==> config.mk <==
export PLATFORM = sky130hd
export DESIGN_NAME = fsa_pe_operand_sequencer
export DESIGN_NICKNAME = d
export VERILOG_FILES = /design/src/rtl/fsa_pe_operand_sequencer.sv
export SDC_FILE = /design/constraint.sdc
export NUM_CORES = 1
export LEC_CHECK = 0
export CORE_MARGIN = 3
export CORE_UTILIZATION = 37
export CTS_BUF_LIST = sky130_fd_sc_hd__clkbuf_4 sky130_fd_sc_hd__clkbuf_8
export DETAILED_ROUTE_END_ITERATION = 10
export DONT_BUFFER_PORTS = 1
export GPL_TIMING_DRIVEN = 0
export PLACE_DENSITY = 0.61
export SLEW_MARGIN = 25
export SYNTH_ARGS = -nofsm -noshare
export SYNTH_HDL_FRONTEND = slang
export SYNTH_SLANG_ARGS = --single-unit
export TNS_END_PERCENT = 20
==> constraint.sdc <==
create_clock -name clk -period 2.7 [get_ports clk]
set_clock_uncertainty 0.2 [all_clocks]
set_input_delay 0.675 -clock clk [delete_from_list [all_inputs] [get_ports clk]]
set_output_delay 0.675 -clock clk [all_outputs]
set_load 0.01 [all_outputs]
==> src/rtl/fsa_pe_operand_sequencer.sv <==
// Operand sequencer for one FSA redundancy PE: queues (act, weight, psum) beats and
// issues them with the cs select that walks the PE through accumulate/hold/readout.
module fsa_pe_operand_sequencer #(
    parameter int DATA_W     = 16,
    parameter int N_ACC      = 4,
    parameter int HOLD_CYC   = 4,
    parameter int FIFO_DEPTH = 4
) (
    input  logic              clk,
    input  logic              rst,
    input  logic              in_valid,
    output logic              in_ready,
    input  logic [DATA_W-1:0] in_act,
    input  logic [DATA_W-1:0] in_weight,
    input  logic [DATA_W-1:0] in_psum,
    output logic [1:0]        cs,
    output logic [DATA_W-1:0] act_out,
    output logic [DATA_W-1:0] weight_out,
    output logic [DATA_W-1:0] psum_out,
    output logic              weight_en,
    output logic              busy,
    output logic              done
);
    localparam int PTR_W  = $clog2(FIFO_DEPTH);
    localparam int CNT_W  = $clog2(FIFO_DEPTH + 1);
    localparam int BEAT_W = $clog2(N_ACC + 1);
    localparam int HOLD_W = $clog2(HOLD_CYC + 1);
    localparam logic [CNT_W-1:0]  DEPTH_C   = CNT_W'(FIFO_DEPTH);
    localparam logic [BEAT_W-1:0] LAST_BEAT = BEAT_W'(N_ACC - 1);
    localparam logic [HOLD_W-1:0] LAST_HOLD = HOLD_W'(HOLD_CYC - 1);

    localparam logic [1:0] CS_FIRST = 2'b00;
    localparam logic [1:0] CS_ACCUM = 2'b01;
    localparam logic [1:0] CS_HOLD  = 2'b10;
    localparam logic [1:0] CS_IDLE  = 2'b11;

    typedef enum logic [2:0] {
        S_IDLE,
        S_FIRST,
        S_ACCUM,
        S_HOLD,
        S_DONE
    } state_t;

    state_t              state_reg;
    logic [BEAT_W-1:0]   beat_cnt_reg;
    logic [HOLD_W-1:0]   hold_cnt_reg;

    logic [3*DATA_W-1:0] mem [FIFO_DEPTH];
    logic [PTR_W-1:0]    wr_ptr_reg;
    logic [PTR_W-1:0]    rd_ptr_reg;
    logic [CNT_W-1:0]    count_reg;
    logic                ready_en_reg;

    logic                full;
    logic                empty;
    logic                push;
    logic                pop;
    logic [DATA_W-1:0]   head_act;
    logic [DATA_W-1:0]   head_weight;
    logic [DATA_W-1:0]   head_psum;

    // ready_en_reg keeps in_ready low while reset is held and for the release edge
    assign full     = (count_reg == DEPTH_C);
    assign empty    = (count_reg == '0);
    assign in_ready = ready_en_reg & ~full;
    assign push     = in_valid & in_ready;
    assign pop      = ~empty & ((state_reg == S_FIRST) | (state_reg == S_ACCUM));
    assign {head_act, head_weight, head_psum} = mem[rd_ptr_reg];
    assign busy     = (state_reg != S_IDLE);

    always_ff @(posedge clk) begin
        if (push) begin
            mem[wr_ptr_reg] <= {in_act, in_weight, in_psum};
        end
    end

    always_ff @(posedge clk or negedge rst) begin
        if (!rst) begin
            wr_ptr_reg   <= '0;
            rd_ptr_reg   <= '0;
            count_reg    <= '0;
            ready_en_reg <= 1'b0;
        end else begin
            ready_en_reg <= 1'b1;
            if (push) wr_ptr_reg <= wr_ptr_reg + PTR_W'(1);
            if (pop)  rd_ptr_reg <= rd_ptr_reg + PTR_W'(1);
            case ({push, pop})
                2'b10:   count_reg <= count_reg + CNT_W'(1);
                2'b01:   count_reg <= count_reg - CNT_W'(1);
                default: count_reg <= count_reg;
            endcase
        end
    end

    // Outputs are loaded on the same edge the beat is popped.
    always_ff @(posedge clk or negedge rst) begin
        if (!rst) begin
            state_reg    <= S_IDLE;
            beat_cnt_reg <= '0;
            hold_cnt_reg <= '0;
            cs           <= CS_IDLE;
            act_out      <= '0;
            weight_out   <= '0;
            psum_out     <= '0;
            weight_en    <= 1'b0;
            done         <= 1'b0;
        end else begin
            done <= 1'b0;
            case (state_reg)
                S_IDLE: begin
                    cs        <= CS_IDLE;
                    {act_out, weight_out, psum_out} <= '0;
                    weight_en <= 1'b0;
                    if (!empty) state_reg <= S_FIRST;
                end
                S_FIRST: begin
                    cs           <= CS_FIRST;
                    {act_out, weight_out, psum_out} <= {head_act, head_weight, head_psum};
                    weight_en    <= 1'b1;
                    beat_cnt_reg <= BEAT_W'(1);
                    hold_cnt_reg <= '0;
                    state_reg    <= (N_ACC == 1) ? S_HOLD : S_ACCUM;
                end
                S_ACCUM: begin
                    if (!empty) begin
                        cs           <= CS_ACCUM;
                        {act_out, weight_out, psum_out} <= {head_act, head_weight, head_psum};
                        weight_en    <= 1'b1;
                        beat_cnt_reg <= beat_cnt_reg + BEAT_W'(1);
                        if (beat_cnt_reg == LAST_BEAT) state_reg <= S_HOLD;
                    end else begin
                        // starved: park the PE in hold so it never sums stale data
                        cs        <= CS_HOLD;
                        {act_out, weight_out, psum_out} <= '0;
                        weight_en <= 1'b0;
                    end
                end
                S_HOLD: begin
                    cs           <= CS_HOLD;
                    {act_out, weight_out, psum_out} <= '0;
                    weight_en    <= 1'b0;
                    hold_cnt_reg <= hold_cnt_reg + HOLD_W'(1);
                    if (hold_cnt_reg == LAST_HOLD) state_reg <= S_DONE;
                end
                S_DONE: begin
                    cs           <= CS_IDLE;
                    {act_out, weight_out, psum_out} <= '0;
                    weight_en    <= 1'b0;
                    done         <= 1'b1;
                    beat_cnt_reg <= '0;
                    hold_cnt_reg <= '0;
                    state_reg    <= empty ? S_IDLE : S_FIRST;
                end
                default: begin
                    state_reg <= S_IDLE;
                    cs        <= CS_IDLE;
                    {act_out, weight_out, psum_out} <= '0;
                    weight_en <= 1'b0;
                end
            endcase
        end
    end
endmodule

==> results of run 1 <==
==> what timing repair did <==
item | in CTS | in global routing
endpoints found under the setup margin | 0 | 3
gates resized for setup | 0 | 2
hold buffers | 14 | 10
endpoints found under the hold margin | 109 | 25
==> per-stage QoR <==
| step | setup WS (ps) | instance area [µm²] | hold WS (ps) | power (mW) | setup TNS, ps |
|---|---|---|---|---|---|
| after detailed placement | 17.76 | 10220 | 181.5 | 8.947 | 0 |
| final | 201.7 | 11400 | 40.80 | 12.44 | 0 |
| after global placement | -1189 | 10130 | 182.4 | 8.799 | -174470 |
| after floorplan | -24.62 | 9716 | 179.4 | 7.999 | -3545 |
| after CTS | 7.120 | 11290 | 0.1407 | 12.66 | 0 |
| after global routing | 56.83 | 11400 | 2.330 | 13.19 | 0 |
==> placed cells by master (no fill, tap or decap), types with 6 or more instances in the layout <==
cell,count
edfxtp_1,192
dfrtp_1,67
clkbuf_8,50
nor3b_1,49
mux4_2,48
dlygate4sd3_1,23
clkbuf_4,18
inv_1,11
buf_2,9
ha_1,9
buf_6,6
xnor2_1,6
==> report_power, final <==
part	total [mW]	leakage (nW)	internal [mW]	switching (mW)
Clock	3.60	0.492	2.12	1.47
Sequential	5.53	2.61	5.10	0.432
Combinational	3.31	0.917	1.60	1.71
==> worst max-delay path, stage by stage, from the launching register on <==
cell,delay [ps]
dfrtp_1,350
buf_2,160
buf_2,200
nor3_2,260
inv_1,130
==> area by class of cell <==
cell class / instances / area, µm²
clock buffers: 68 / 823.3
clock inverters: 10 / 95.09
repair buffers: 28 / 337.8
well taps: 330 / 412.9
inverters: 11 / 41.29
multi-input cells: 166 / 2022
fillers: 2166 / 14070
flip-flops and latches: 261 / 7495
plain buffers: 27 / 176.4
==> per-layer routing <==
layer	vias up	track usage (%)	routed length (µm)
met3	48	4.978	1448
met5	-	0	0
met2	133	23.56	9756
met1	2416	17.57	8102
li1	1983	-	-
met4	0	4.269	468
==> how the worst max path moves through the flow <==
stage | start | end | slack [ps] | cells after the start
after floorplan | in_valid | mem[1][0] | -20 | 2
after detailed placement | count_reg[0] | count_reg[2] | 20 | 7
final | state_reg[0] | busy | 200 | 4
after global placement | in_valid | mem[3][47] | -1190 | 2
after CTS | count_reg[0] | count_reg[2] | 7 | 7
after global routing | state_reg[0] | busy | 60 | 4
==> kinds of logic (layout without fill, tap and decap cells) <==
kind of cell,Yosys count,in the layout,share of synthesized area (%)
AO/OA/AOI/OAI,17,17,1.456
multiplexers,51,51,11.46
flip-flops,261,261,77.15
AND/OR/NAND/NOR,78,78,5.461
buffers and inverters,38,144,2.241
adder cells (fa/ha/maj),11,11,1.468
other,1,1,0.03860
XOR/XNOR,8,8,0.7213
==> flow_summary.yaml, run 1 <==
global_routing:
  antenna_found_initial: 0
  grt_pass1_vias: 5181
  globalRouteOverflowTotal: 0
  track_usage_pct: 14.16
  grt_first_pass_wirelength_um: 30590
  grt_max_degree: 70
finish:
  final_layout_size_suffix_gt1_share_pct: 27.85
  largest-register: "mem"
  num_antenna_cells: 0
  final_util_pct: 44.77
  largest_register_ffs: 192
  instances_no_fill: 901
  final_nets: 599
  area_growth_pct: 17.39
pwr:
  pwr_density_cell_nw_per_um2: 1091
  vdd_drop_max_mv: 0.6470
  power_leakage_nw: 4.022
worst_setup_path:
  rrSetupSlack_ps: 300
  critPathKind: "reg2out"
  worstPathArrival_ps: 1620
  path_max_fanout: 10
  end_kind: "output pin"
  worstReg2RegStart: "state_reg[1]"
  critPathLaunchType: "flop"
  worstRegToRegCells: 6
  r2r_end: "count_reg[1]"
  required_ps: 1820
sta:
  fmax_mhz: 400.3
  max_slew_margin_pct: 56.95
  final_max_slew_viol_count: 0
  setup_violations: 0
  tightest_slew_ps: 645.7
  period_share_pct: 92.53
  min_period_ps: 2498
  hold_viol: 0
  grt_setup_unrepaired: "false"
synthesis:
  yosysWarnings: 0
  synth-async-reset-ratio_pct: 26.44
  synthCells: 465
  yosysTopAreaCell: "edfxtp_1"
  synth-seq-cells: 261
  yosysSeqAreaShare_pct: 77.15
  synthTopCellsByArea: "edfxtp_1 59%, dfrtp_1 17%, mux4_2 11%, nor3b_1 3.8%, ha_1 1.2%"
  synth.most_common_cell: "edfxtp_1"
  yosysUniqueCellTypes: 46
  synthFlopType: "edfxtp_1"
  synth_top_area_share_pct: 59.35
  synth_edf_count: 192
  synth_commonest_cells: "192 x edfxtp_1, 67 x dfrtp_1, 49 x nor3b_1"
  syn-num-nets: 526
  avgSynthCellArea_um2: 20.89
  synth_area_um2: 9714
clock_tree:
  cts.sinks: 261
  cts-buffers-inserted: 43
  cts_max_level: 2
  root_buffer: "clkbuf_8"
  worstSkewPairLatency_ps: 530
  cts_tree: "yes"
  post-cts-setup-buffer-count: 0
  clk_pin_slew_ps: 60
  clk_path_buf_depth: 3
route:
  ant_nets: 0
  drc: 0
  avgRoutedWirePerCell_um: 21.95
  vias_per_cell: 5.083
  drt-initial-drc-count: 284
  drt-pass1-iter-count: 4
  vias: 4580
  wl_um: 19780
floorplanning:
  coreArea_um2: 25470
  start_util_pct: 38.14
  die_w_um: 168.0
  die-area_um2: 28240
  io_pins: 105
  die_h_um: 168.0
  rows: 58
status:
  status: "complete, no violations"
job:
  drv_cap: 0
placement:
  dp_cells: 799
  dp_hpwl_um: 11730
  finalWeightedCongestion: 0.7337
  portBuffers: 0
hold_path:
  whs_endpoint: "mem[2][20]"
  hold_start: "in_weight[4]"
  whs_path_depth: 0
  hold_path_class: "in2reg"
(Power assumes the default switching activity.)
==> run 2, diff against run 1 <==
--- a/config.mk
+++ b/config.mk
@@ -11,7 +11,7 @@
 export DETAILED_ROUTE_END_ITERATION = 10
 export DONT_BUFFER_PORTS = 1
 export GPL_TIMING_DRIVEN = 0
-export PLACE_DENSITY = 0.61
+export PLACE_DENSITY = 0.59
 export SLEW_MARGIN = 25
 export SYNTH_ARGS = -nofsm -noshare
 export SYNTH_HDL_FRONTEND = slang
==> constraint.sdc (replaced) <==
create_clock -name clk -period 2.5 [get_ports clk]
set_clock_uncertainty 0.2 [all_clocks]
set_input_delay 0.625 -clock clk [delete_from_list [all_inputs] [get_ports clk]]
set_output_delay 0.625 -clock clk [all_outputs]
set_load 0.01 [all_outputs]
==> run 2 against run 1 <==
  * Cell count increased by 3.1%
  * Core utilization increased by 1.5 points
  * Combinational power increased by 11%
  * Largest cell class unchanged
  * Highest routed layer unchanged
==> flow_summary.yaml, run 2 (synthesis results as in run 1) <==
finish:
  instances_no_fill: 929
  largest_register_ffs: 192
  area_growth_pct: 21.21
  final_nets: 625
  final_layout_size_suffix_gt1_share_pct: 27.21
  layout_common_cells: "192 x edfxtp_1, 67 x dfrtp_1, 55 x clkbuf_8, 49 x nor3b_1, 49 x dlygate4sd3_1"
  largest-register: "mem"
  fillers: 2129
  num_antenna_cells: 0
  mostFrequentLayoutCell: "edfxtp_1"
clock_tree:
  post-cts-setup-buffer-count: 0
  cts_tree: "yes"
  worstSkewPairLatency_ps: 530
  root_buffer: "clkbuf_8"
  cts-buffers-inserted: 43
  cts.sinks: 261
  clk_pin_slew_ps: 60
  clk_path_buf_depth: 3
  cts_max_level: 2
route:
  ant_nets: 0
  avgRoutedWirePerCell_um: 20.98
  wl_um: 19490
  vias_per_cell: 5.013
  drt-initial-drc-count: 291
  vias: 4657
  drt-pass1-iter-count: 4
  drc: 0
floorplanning:
  die_w_um: 168.0
  die_h_um: 168.0
  io_pins: 105
  rows: 58
  coreArea_um2: 25470
  die-area_um2: 28240
  start_util_pct: 38.14
sta:
  max_slew_margin_pct: 54.87
  final_max_slew_viol_count: 0
  min_period_ps: 2375
  period_share_pct: 95.00
  hold_viol: 0
  tightest_slew_ps: 676.9
  grt_setup_unrepaired: "false"
  setup_violations: 0
  fmax_mhz: 421.1
  setup_ws_ps: 125.1
pwr:
  switching_share_pct: 29.13
  clockPowerShare_pct: 30.6
  seq_power_share_pct: 43.1
  power_leakage_nw: 4.176
  p_int_mw: 9.842
  pwr_density_cell_nw_per_um2: 1179
  vdd_drop_max_mv: 0.5993
  power_mw: 13.89
  p_switching_mw: 4.045
  combPwrFrac_pct: 26.3
worst_setup_path:
  path_max_fanout: 10
  critPathLaunchType: "flop"
  slowest_stage: "dfrtp_1"
  required_ps: 1670
  cp_common_cell: "buf_2"
  critPathBufInv: 3
  slowest_delay_ps: 350
  end_kind: "output pin"
  critPathKind: "reg2out"
  crit_family: "buffers and inverters"
  crit_chain: "buf_2 > buf_2 > nor3_4 > inv_1"
  worstPathArrival_ps: 1550
placement:
  dp_cells: 799
  dp_hpwl_um: 11540
  finalWeightedCongestion: 0.7343
  dp_slack_ps: -147.8
  portBuffers: 0
global_routing:
  globalRouteOverflowTotal: 0
  grt_pass1_vias: 5248
  track_usage_pct: 13.98
  antenna_found_initial: 1
  grt_max_degree: 70
  grt_first_pass_wirelength_um: 30500
hold_path:
  hold_path_class: "in2reg"
status:
  status: "complete, no violations"
job:
  drv_cap: 0
[run 2: changes by cell type in the layout (fill, tap and decap cells not counted), sizes merged]
cell | before | now
clkinvlp | 0 | 1
clkbuf | 73 | 71
inv | 11 | 12
bufinv | 2 | 4
dlygate4sd3 | 23 | 49
[run 2: metrics by stage]
| stage | utilization (%) | area, µm² | hold slack [ps] | TNS [ps] |
|---|---|---|---|---|
| 2_1_floorplan | - | 9716 | 129.4 | -25140 |
| 3_3_place_gp | 39.76 | 10130 | 131.4 | -194750 |
| 3_5_place_dp | 40.11 | 10220 | 131.6 | -271.3 |
| 4_1_cts | 46.18 | 11760 | 249.8 | 0 |
| 5_1_grt | 46.23 | 11780 | 280.5 | 0 |
| 6_report | 46.23 | 11780 | 280.5 | 0 |
[run 2: power groups by stage]
stage | Clock [mW] | Combinational, mW | Sequential [mW]
2_1_floorplan | 0 | 2.69 | 5.95
3_3_place_gp | 0 | 3.43 | 6.07
3_5_place_dp | 0 | 3.56 | 6.07
4_1_cts | 4.36 | 3.74 | 6.00
5_1_grt | 4.57 | 4.02 | 6.06
6_report | 4.25 | 3.66 | 5.98
[run 2: final timing paths]
path,from,end,slack (ps),cells past startpoint
worst min-delay path,in_valid,wr_ptr_reg[0],280,2
worst max register to register,state_reg[1],count_reg[1],130,6
worst max-delay path,state_reg[0],busy,130,4
min in group asynchronous,rst,hold_cnt_reg[0],510,2
worst min register to register,hold_cnt_reg[2],hold_cnt_reg[2],310,1
max in group asynchronous,rst,cs[1],1250,2
[run 2: layout make-up]
type	instances	area, µm²	area share, %
clock buffer	66	839.6	7.130
sequential	261	7495	63.65
tap	330	412.9	3.507
buffer	27	176.4	1.498
inverter	11	41.29	0.3507
multi-input combinational	166	2034	17.28
timing repair buffer	54	598.1	5.079
clock inverter	14	177.7	1.509
[run 2: metal layers]
metal  GRT usage (%)  share of wire (%)  vias up
li1                -                  -     2041
met1           17.54                 41     2454
met3           3.545                5.1       36
met5               0                  0        -
met2           24.14                 52      126
met4           4.091                2.0        0
[run 2: what timing repair did]
action	CTS	global route
hold buffers	50	0
cloned	0	0
resized for setup	2	2
endpoints found under the setup margin	3	3
endpoints found under the hold margin	261	0
